==> src/rtl/pwm_cfg_pkg.sv <==
// Shared types and register map for the PWM configuration scheduler.
// Imported by the ramp sequencer and the scheduler top.
package pwm_cfg_pkg;

  localparam logic [6:0] ADDR_OUT_LO = 7'h00;
  localparam logic [6:0] ADDR_OUT_HI = 7'h01;
  localparam logic [6:0] ADDR_PWM_LO = 7'h02;
  localparam logic [6:0] ADDR_PWM_HI = 7'h03;
  localparam logic [6:0] ADDR_DUTY   = 7'h04;

  typedef enum logic [1:0] {
    IDLE,
    WAIT,
    REQ
  } ramp_state_t;

  typedef logic [7:0] duty_t;

  // One saturating step from cur toward tgt; never overshoots.
  function automatic duty_t step_toward(
    input duty_t cur,
    input duty_t tgt,
    input duty_t step
  );
    duty_t gap;
    gap = (tgt >= cur) ? tgt - cur : cur - tgt;
    if (gap > step) gap = step;
    return (tgt >= cur) ? cur + gap : cur - gap;
  endfunction

endpackage

==> src/rtl/pwm_ramp_seq.sv <==
// Duty-cycle ramp sequencer: paces soft start/stop steps and
// requests one duty write per period from the scheduler.
module pwm_ramp_seq
  import pwm_cfg_pkg::*;
#(
  parameter int          RAMP_DIV  = 256,
  parameter logic [7:0]  RAMP_STEP = 8'd1
) (
  input  logic  clk,
  input  logic  rst,
  input  logic  start,
  input  duty_t target,
  input  duty_t duty,
  input  logic  grant,
  input  logic  abort_req,
  output logic  req,
  output duty_t next_duty,
  output logic  busy,
  output logic  done,
  output logic  abort
);

  localparam logic [15:0] RELOAD = 16'(RAMP_DIV - 1);

  ramp_state_t state, state_n;
  duty_t       target_q, target_n;
  duty_t       next_q, next_n;
  logic [15:0] timer, timer_n;
  logic        done_n, abort_n;

  always_comb begin
    state_n  = state;
    target_n = target_q;
    next_n   = next_q;
    timer_n  = timer;
    done_n   = 1'b0;
    abort_n  = 1'b0;
    if (start) begin
      target_n = target;
      timer_n  = RELOAD;
      if (target == duty) begin
        state_n = IDLE;
        done_n  = 1'b1;
      end else begin
        state_n = WAIT;
      end
    end else if (abort_req && state != IDLE) begin
      state_n = IDLE;
      abort_n = 1'b1;
    end else begin
      unique case (state)
        IDLE: ;
        // REQ occupies the last clock of each step period
        WAIT: begin
          if (timer <= 16'd1) begin
            state_n = REQ;
            next_n  = step_toward(duty, target_q, RAMP_STEP);
          end else begin
            timer_n = timer - 16'd1;
          end
        end
        REQ: begin
          if (grant) begin
            if (next_q == target_q) begin
              state_n = IDLE;
              done_n  = 1'b1;
            end else begin
              state_n = WAIT;
              timer_n = RELOAD;
            end
          end
        end
        default: state_n = IDLE;
      endcase
    end
  end

  always_ff @(posedge clk) begin
    if (rst) begin
      state    <= IDLE;
      target_q <= '0;
      next_q   <= '0;
      timer    <= '0;
      done     <= 1'b0;
      abort    <= 1'b0;
    end else begin
      state    <= state_n;
      target_q <= target_n;
      next_q   <= next_n;
      timer    <= timer_n;
      done     <= done_n;
      abort    <= abort_n;
    end
  end

  assign req       = (state == REQ) && !start && !abort_req;
  assign next_duty = next_q;
  assign busy      = (state != IDLE);

endmodule

==> src/rtl/pwm_cfg_scheduler.sv <==
// PWM config register bank with SPI/ramp write arbitration.
// SPI wins unless the ramp has been starved for STARVE_MAX cycles.
module pwm_cfg_scheduler
  import pwm_cfg_pkg::*;
#(
  parameter logic [6:0] MAX_VALID_ADDR = 7'd4,
  parameter int         RAMP_DIV       = 256,
  parameter logic [7:0] RAMP_STEP      = 8'd1,
  parameter int         STARVE_MAX     = 4
) (
  input  logic       clk,
  input  logic       rst,
  input  logic       spi_wr_valid,
  input  logic [6:0] spi_wr_addr,
  input  logic [7:0] spi_wr_data,
  output logic       spi_wr_ready,
  input  logic       ramp_start,
  input  logic [7:0] ramp_target,
  output logic [7:0] en_reg_out_7_0,
  output logic [7:0] en_reg_out_15_8,
  output logic [7:0] en_reg_pwm_7_0,
  output logic [7:0] en_reg_pwm_15_8,
  output logic [7:0] pwm_duty_cycle,
  output logic       ramp_busy,
  output logic       ramp_done,
  output logic       ramp_abort,
  output logic       wr_err
);

  localparam int SW = $clog2(STARVE_MAX + 1);
  localparam logic [SW-1:0] SMAX = SW'(STARVE_MAX);

  logic [SW-1:0] starve_cnt;
  logic          spi_grant;
  logic          addr_ok;
  logic          ramp_req;
  logic          ramp_grant;
  logic          duty_override;
  duty_t         ramp_next;

  assign spi_wr_ready  = (starve_cnt != SMAX);
  assign spi_grant     = spi_wr_valid && spi_wr_ready;
  assign addr_ok       = (spi_wr_addr <= MAX_VALID_ADDR);
  assign duty_override = spi_grant && addr_ok
                      && (spi_wr_addr == ADDR_DUTY);
  assign ramp_grant    = ramp_req && !spi_grant;

  pwm_ramp_seq #(
    .RAMP_DIV  (RAMP_DIV),
    .RAMP_STEP (RAMP_STEP)
  ) u_ramp (
    .clk       (clk),
    .rst       (rst),
    .start     (ramp_start),
    .target    (ramp_target),
    .duty      (pwm_duty_cycle),
    .grant     (ramp_grant),
    .abort_req (duty_override),
    .req       (ramp_req),
    .next_duty (ramp_next),
    .busy      (ramp_busy),
    .done      (ramp_done),
    .abort     (ramp_abort)
  );

  always_ff @(posedge clk) begin
    if (rst) begin
      starve_cnt      <= '0;
      wr_err          <= 1'b0;
      en_reg_out_7_0  <= '0;
      en_reg_out_15_8 <= '0;
      en_reg_pwm_7_0  <= '0;
      en_reg_pwm_15_8 <= '0;
      pwm_duty_cycle  <= '0;
    end else begin
      wr_err <= spi_grant && !addr_ok;
      if (ramp_req && !ramp_grant)
        starve_cnt <= starve_cnt + SW'(1);
      else
        starve_cnt <= '0;
      if (spi_grant && addr_ok) begin
        case (spi_wr_addr)
          ADDR_OUT_LO: en_reg_out_7_0  <= spi_wr_data;
          ADDR_OUT_HI: en_reg_out_15_8 <= spi_wr_data;
          ADDR_PWM_LO: en_reg_pwm_7_0  <= spi_wr_data;
          ADDR_PWM_HI: en_reg_pwm_15_8 <= spi_wr_data;
          ADDR_DUTY:   pwm_duty_cycle  <= spi_wr_data;
          default: ;
        endcase
      end else if (ramp_grant) begin
        pwm_duty_cycle <= ramp_next;
      end
    end
  end

endmodule

==> config.mk <==
export PLATFORM = sky130hd
export DESIGN_NAME = pwm_cfg_scheduler
export DESIGN_NICKNAME = d
export VERILOG_FILES = /design/src/rtl/pwm_cfg_pkg.sv /design/src/rtl/pwm_ramp_seq.sv /design/src/rtl/pwm_cfg_scheduler.sv
export SDC_FILE = /design/constraint.sdc
export NUM_CORES = 1
export LEC_CHECK = 0
export BUFFER_PORTS_ARGS = -buffer_cell sky130_fd_sc_hd__buf_2
export CORE_AREA = 2 2 125 78
export CTS_CLUSTER_DIAMETER = 120
export CTS_CLUSTER_SIZE = 16
export DETAILED_ROUTE_END_ITERATION = 7
export DIE_AREA = 0 0 127 80
export PLACE_DENSITY = 0.82
export SLEW_MARGIN = 20
export SYNTH_ARGS = -nofsm -noshare
export SYNTH_HDL_FRONTEND = slang
export SYNTH_SLANG_ARGS = --single-unit
==> constraint.sdc <==
create_clock -name clk -period 3.49 [get_ports clk]
set_input_delay 0.1745 -clock clk [delete_from_list [all_inputs] [get_ports clk]]
set_output_delay 0.1745 -clock clk [all_outputs]
set_load 0.05 [all_outputs]
==> summary.log <==
INFO  clock_tree     postCtsHoldBufs=0
INFO  timing         max_slew.worst_pin.slew=0.9593ns
INFO  global_route   global_route_wire_length_before_repair=21020um
INFO  floorplan      floorplan.rows=27
INFO  timing         timing.final.crit_share=113.3%
INFO  clock_tree     clkLatencyLatePin=0.35ns
INFO  drt            number_of_vias_per_cell=5.597
INFO  global_route   initial_antenna_violation_count=0
INFO  placement      numPortBuffers=71
INFO  clock_tree     cts_tree=done
INFO  clock_tree     cts.htree.levels=3
INFO  clock_tree     cts.sink_count=80
INFO  global_route   global_route.usage.total=25.98%
INFO  synthesis      yosysWarningCount=0
INFO  critical_path  worst_setup_path_end_kind=flip-flop
INFO  critical_path  cp_data_required_time=3.71ns
INFO  pwr            power.leakage=0.002624uW
INFO  timing         fin_setup_tns=-2.013ns
INFO  drt            antenna_left=0
INFO  clock_tree     ctsRootBufferMaster=clkbuf_16
INFO  synthesis      post_synth_instance_area=4599um2
INFO  critical_path  regToRegSetupSlack=-0.46ns
INFO  floorplan      die_x=127um
INFO  critical_path  crit_path_start_kind=flip-flop
INFO  timing         finalHoldViolations=0
INFO  timing         setup_viol=6
INFO  critical_path  worst_ep_arrival=4.17ns
INFO  run_status     run_status=finished, violations left
INFO  placement      hpwl=9025um
INFO  synthesis      synth_ff_type=dfxtp_1
INFO  global_route   via_count_of_the_first_global_routing_pass=4380
INFO  drt            drt_iter0_drc=303
INFO  final_layout   mostFrequentLayoutCell=nor2_1
INFO  floorplan      starting_utilization_of_the_core_area=51.18%
INFO  synthesis      ys_seq_area_share=34.82%
INFO  synthesis      synth.net_count=592
INFO  placement      gp_routability_congestion=0.8921
INFO  synthesis      async_flop_share=0%
INFO  floorplan      design.die.area=10160um2
INFO  global_route   gr-total-overflow=0
INFO  drt            routed_wl=12870um
INFO  final_layout   synthToLayoutAreaGrowth=28.75%
INFO  timing         setup_slack_after_layout=-0.4647ns
INFO  final_layout   layout_common_cells=nor2_1, dfxtp_1, buf_2
INFO  synthesis      synth_cell_types=55
INFO  synthesis      synthesis.instances=535
INFO  synthesis      synth_enable_flop_cells=0
INFO  floorplan      core_area=8986um2
INFO  drt            detail_route.first_pass.iterations=5
INFO  timing         fin_crit=3.955ns
INFO  drt            via_count=4338
INFO  floorplan      vert_die_dim=80um
INFO  clock_tree     path_clk_slew=0.07ns
INFO  floorplan      ios=72
INFO  clock_tree     cts_made_buffers=9
INFO  timing         final_max_tran_viols=0
INFO  timing         fin_skew=0.007161ns
INFO  run_status     failed_checks=setup timing
INFO  final_layout   n_antenna_cell=0
INFO  placement      post-place-ws=-0.4595ns
INFO  timing         rsz0062_at_grt=yes
INFO  critical_path  critPathMaxFanout=3
INFO  pwr            vdd_drop_max=0.0002525V
INFO  global_route   grt_start_max_net_pins=54
INFO  final_layout   fillers=722
INFO  clock_tree     clk_path_buf_depth=2
INFO  critical_path  worst-setup-path-type=reg2reg
INFO  synthesis      post_synth.cell_area_avg=8.597um2
INFO  min_path       hp_class=in2reg
INFO  timing         slew_headroom=35.50%
INFO  final_layout   nets=711
INFO  pwr            cellPowerDensity=390.0nW/um2
INFO  final_layout   post_route_cells_drive_above_1_share=29.59%
INFO  drt            wire_per_inst=16.61um
INFO  synthesis      ys_seq_elements=80
INFO  drt            drcViolationCount=0
INFO  timing         fmax=0.2529GHz
INFO  flow_run       max_cap_viol_count=0
-- report_power, final --
part           switching, uW  leakage [uW]  internal, uW
Sequential              15.9      0.000656           925
Combinational            224       0.00182           172
Clock                    409      0.000152           563
-- cells in the mapped netlist (3+ instances only) --
| master | number | area share [%] |
|---|---|---|
| xnor2_1 | 24 | 4.6 |
| a211oi_1 | 4 | 0.65 |
| nand3_1 | 11 | 1.2 |
| inv_1 | 29 | 2.4 |
| nor3b_1 | 3 | 0.49 |
| o22ai_1 | 3 | 0.41 |
| nand2b_1 | 3 | 0.41 |
| a21oi_1 | 40 | 4.4 |
| dfxtp_1 | 80 | 35 |
| a31oi_1 | 4 | 0.54 |
| fa_1 | 3 | 1.3 |
| xor2_1 | 8 | 1.5 |
| nor3_1 | 10 | 1.1 |
| ha_1 | 27 | 7.3 |
| o211ai_1 | 4 | 0.65 |
| clkbuf_1 | 16 | 1.3 |
| nand4_1 | 13 | 1.8 |
| nand2_1 | 15 | 1.2 |
| o21ai_0 | 14 | 1.5 |
| o21bai_1 | 5 | 0.82 |
| nor4_1 | 3 | 0.41 |
| nor2b_1 | 9 | 1.2 |
| o31ai_1 | 3 | 0.49 |
| nor2_1 | 99 | 8.1 |
| or3_1 | 4 | 0.54 |
| nand3b_1 | 3 | 0.49 |
| buf_2 | 4 | 0.44 |
| a21o_1 | 5 | 0.82 |
| mux2i_1 | 56 | 12 |
-- layer usage --
metal / global-route usage [%] / vias up / share of wire (%)
li1: - / 2100 / -
met1: 32.14 / 2063 / 43
met2: 44.35 / 155 / 49
met3: 7.440 / 20 / 7.1
met4: 7.692 / 0 / 1.0
met5: 0 / - / 0
-- cell families (layout without fill, tap and decap cells) --
group | count (synthesis) | after routing | share of synthesized area, %
buf+inv | 51 | 175 | 4.516
other cells | 1 | 1 | 0.08153
fa+ha+maj | 30 | 30 | 8.651
simple gates | 190 | 190 | 20.02
compound gates | 94 | 94 | 13.14
xor+xnor | 33 | 33 | 6.583
mux | 56 | 56 | 12.19
flops | 80 | 80 | 34.82
-- layout make-up --
class                   instances  area (um2)  area share (%)
multi-input cells             404        2930           49.48
flip-flops and latches         80        1628           27.49
repair buffers                130       805.8           13.61
clock buffers                   9       225.2           3.803
well taps                     116       145.1           2.451
inverters                      29       111.4           1.880
clock inverters                 7       76.32           1.289
-- worst max-delay path: stages (launching register included) --
cell and delay [ns]:
dfxtp_2 0.33, inv_2 0.06, ha_4 0.14, inv_4 0.04, fa_2 0.34, a21o_1 0.20
a21oi_4 0.19, buf_6 0.12, nor2_2 0.03, nor3_2 0.20, o21ai_2 0.12, o41ai_2 0.35
ha_2 0.33, and2_4 0.16, fa_2 0.36, a21o_1 0.18, a21oi_2 0.16, o21bai_1 0.09
a21oi_2 0.13, xnor2_1 0.08, mux2i_1 0.15, nor2_1 0.06
-- sequential cells by signal, indices dropped and copies added (netlist names) --
name              flops
u_ramp.timer         16
en_reg_out_15_8       8
en_reg_out_7_0        8
en_reg_pwm_15_8       8
en_reg_pwm_7_0        8
pwm_duty_cycle        8
u_ramp.next_duty      8
u_ramp.target_q       8
starve_cnt            3
u_ramp.state          2
u_ramp.abort          1
u_ramp.done           1
wr_err                1
-- worst paths after layout --
path,endpoint,cells past startpoint,startpoint
setup / recovery,u_ramp.next_duty[6],21,u_ramp.target_q[0]
hold / removal,u_ramp.target_q[2],3,ramp_target[2]
setup reg to reg,u_ramp.next_duty[6],21,u_ramp.target_q[0]
hold reg to reg,starve_cnt[0],1,starve_cnt[0]
-- stage by stage --
step                util [%]  hold slack [ns]  area (um2)  instances  total power, uW
floorplan                  -           0.3184        4656        535             1188
global placement       60.00           0.4270        5391        745             1285
detailed placement     60.00           0.4372        5391        745             1298
global route           65.90           0.1194        5922        775             2393
CTS                    65.05          0.09210        5846        773             2291
finish                 65.90          0.09629        5922        775             2310
-- repair_timing --
item / CTS / global route
resized for setup: 15 / 14
pin swaps: 20 / 25
setup buffers: 16 / 4
setup endpoints to repair: 6 / 7
Note: power is estimated with default switching activity, not from simulation.
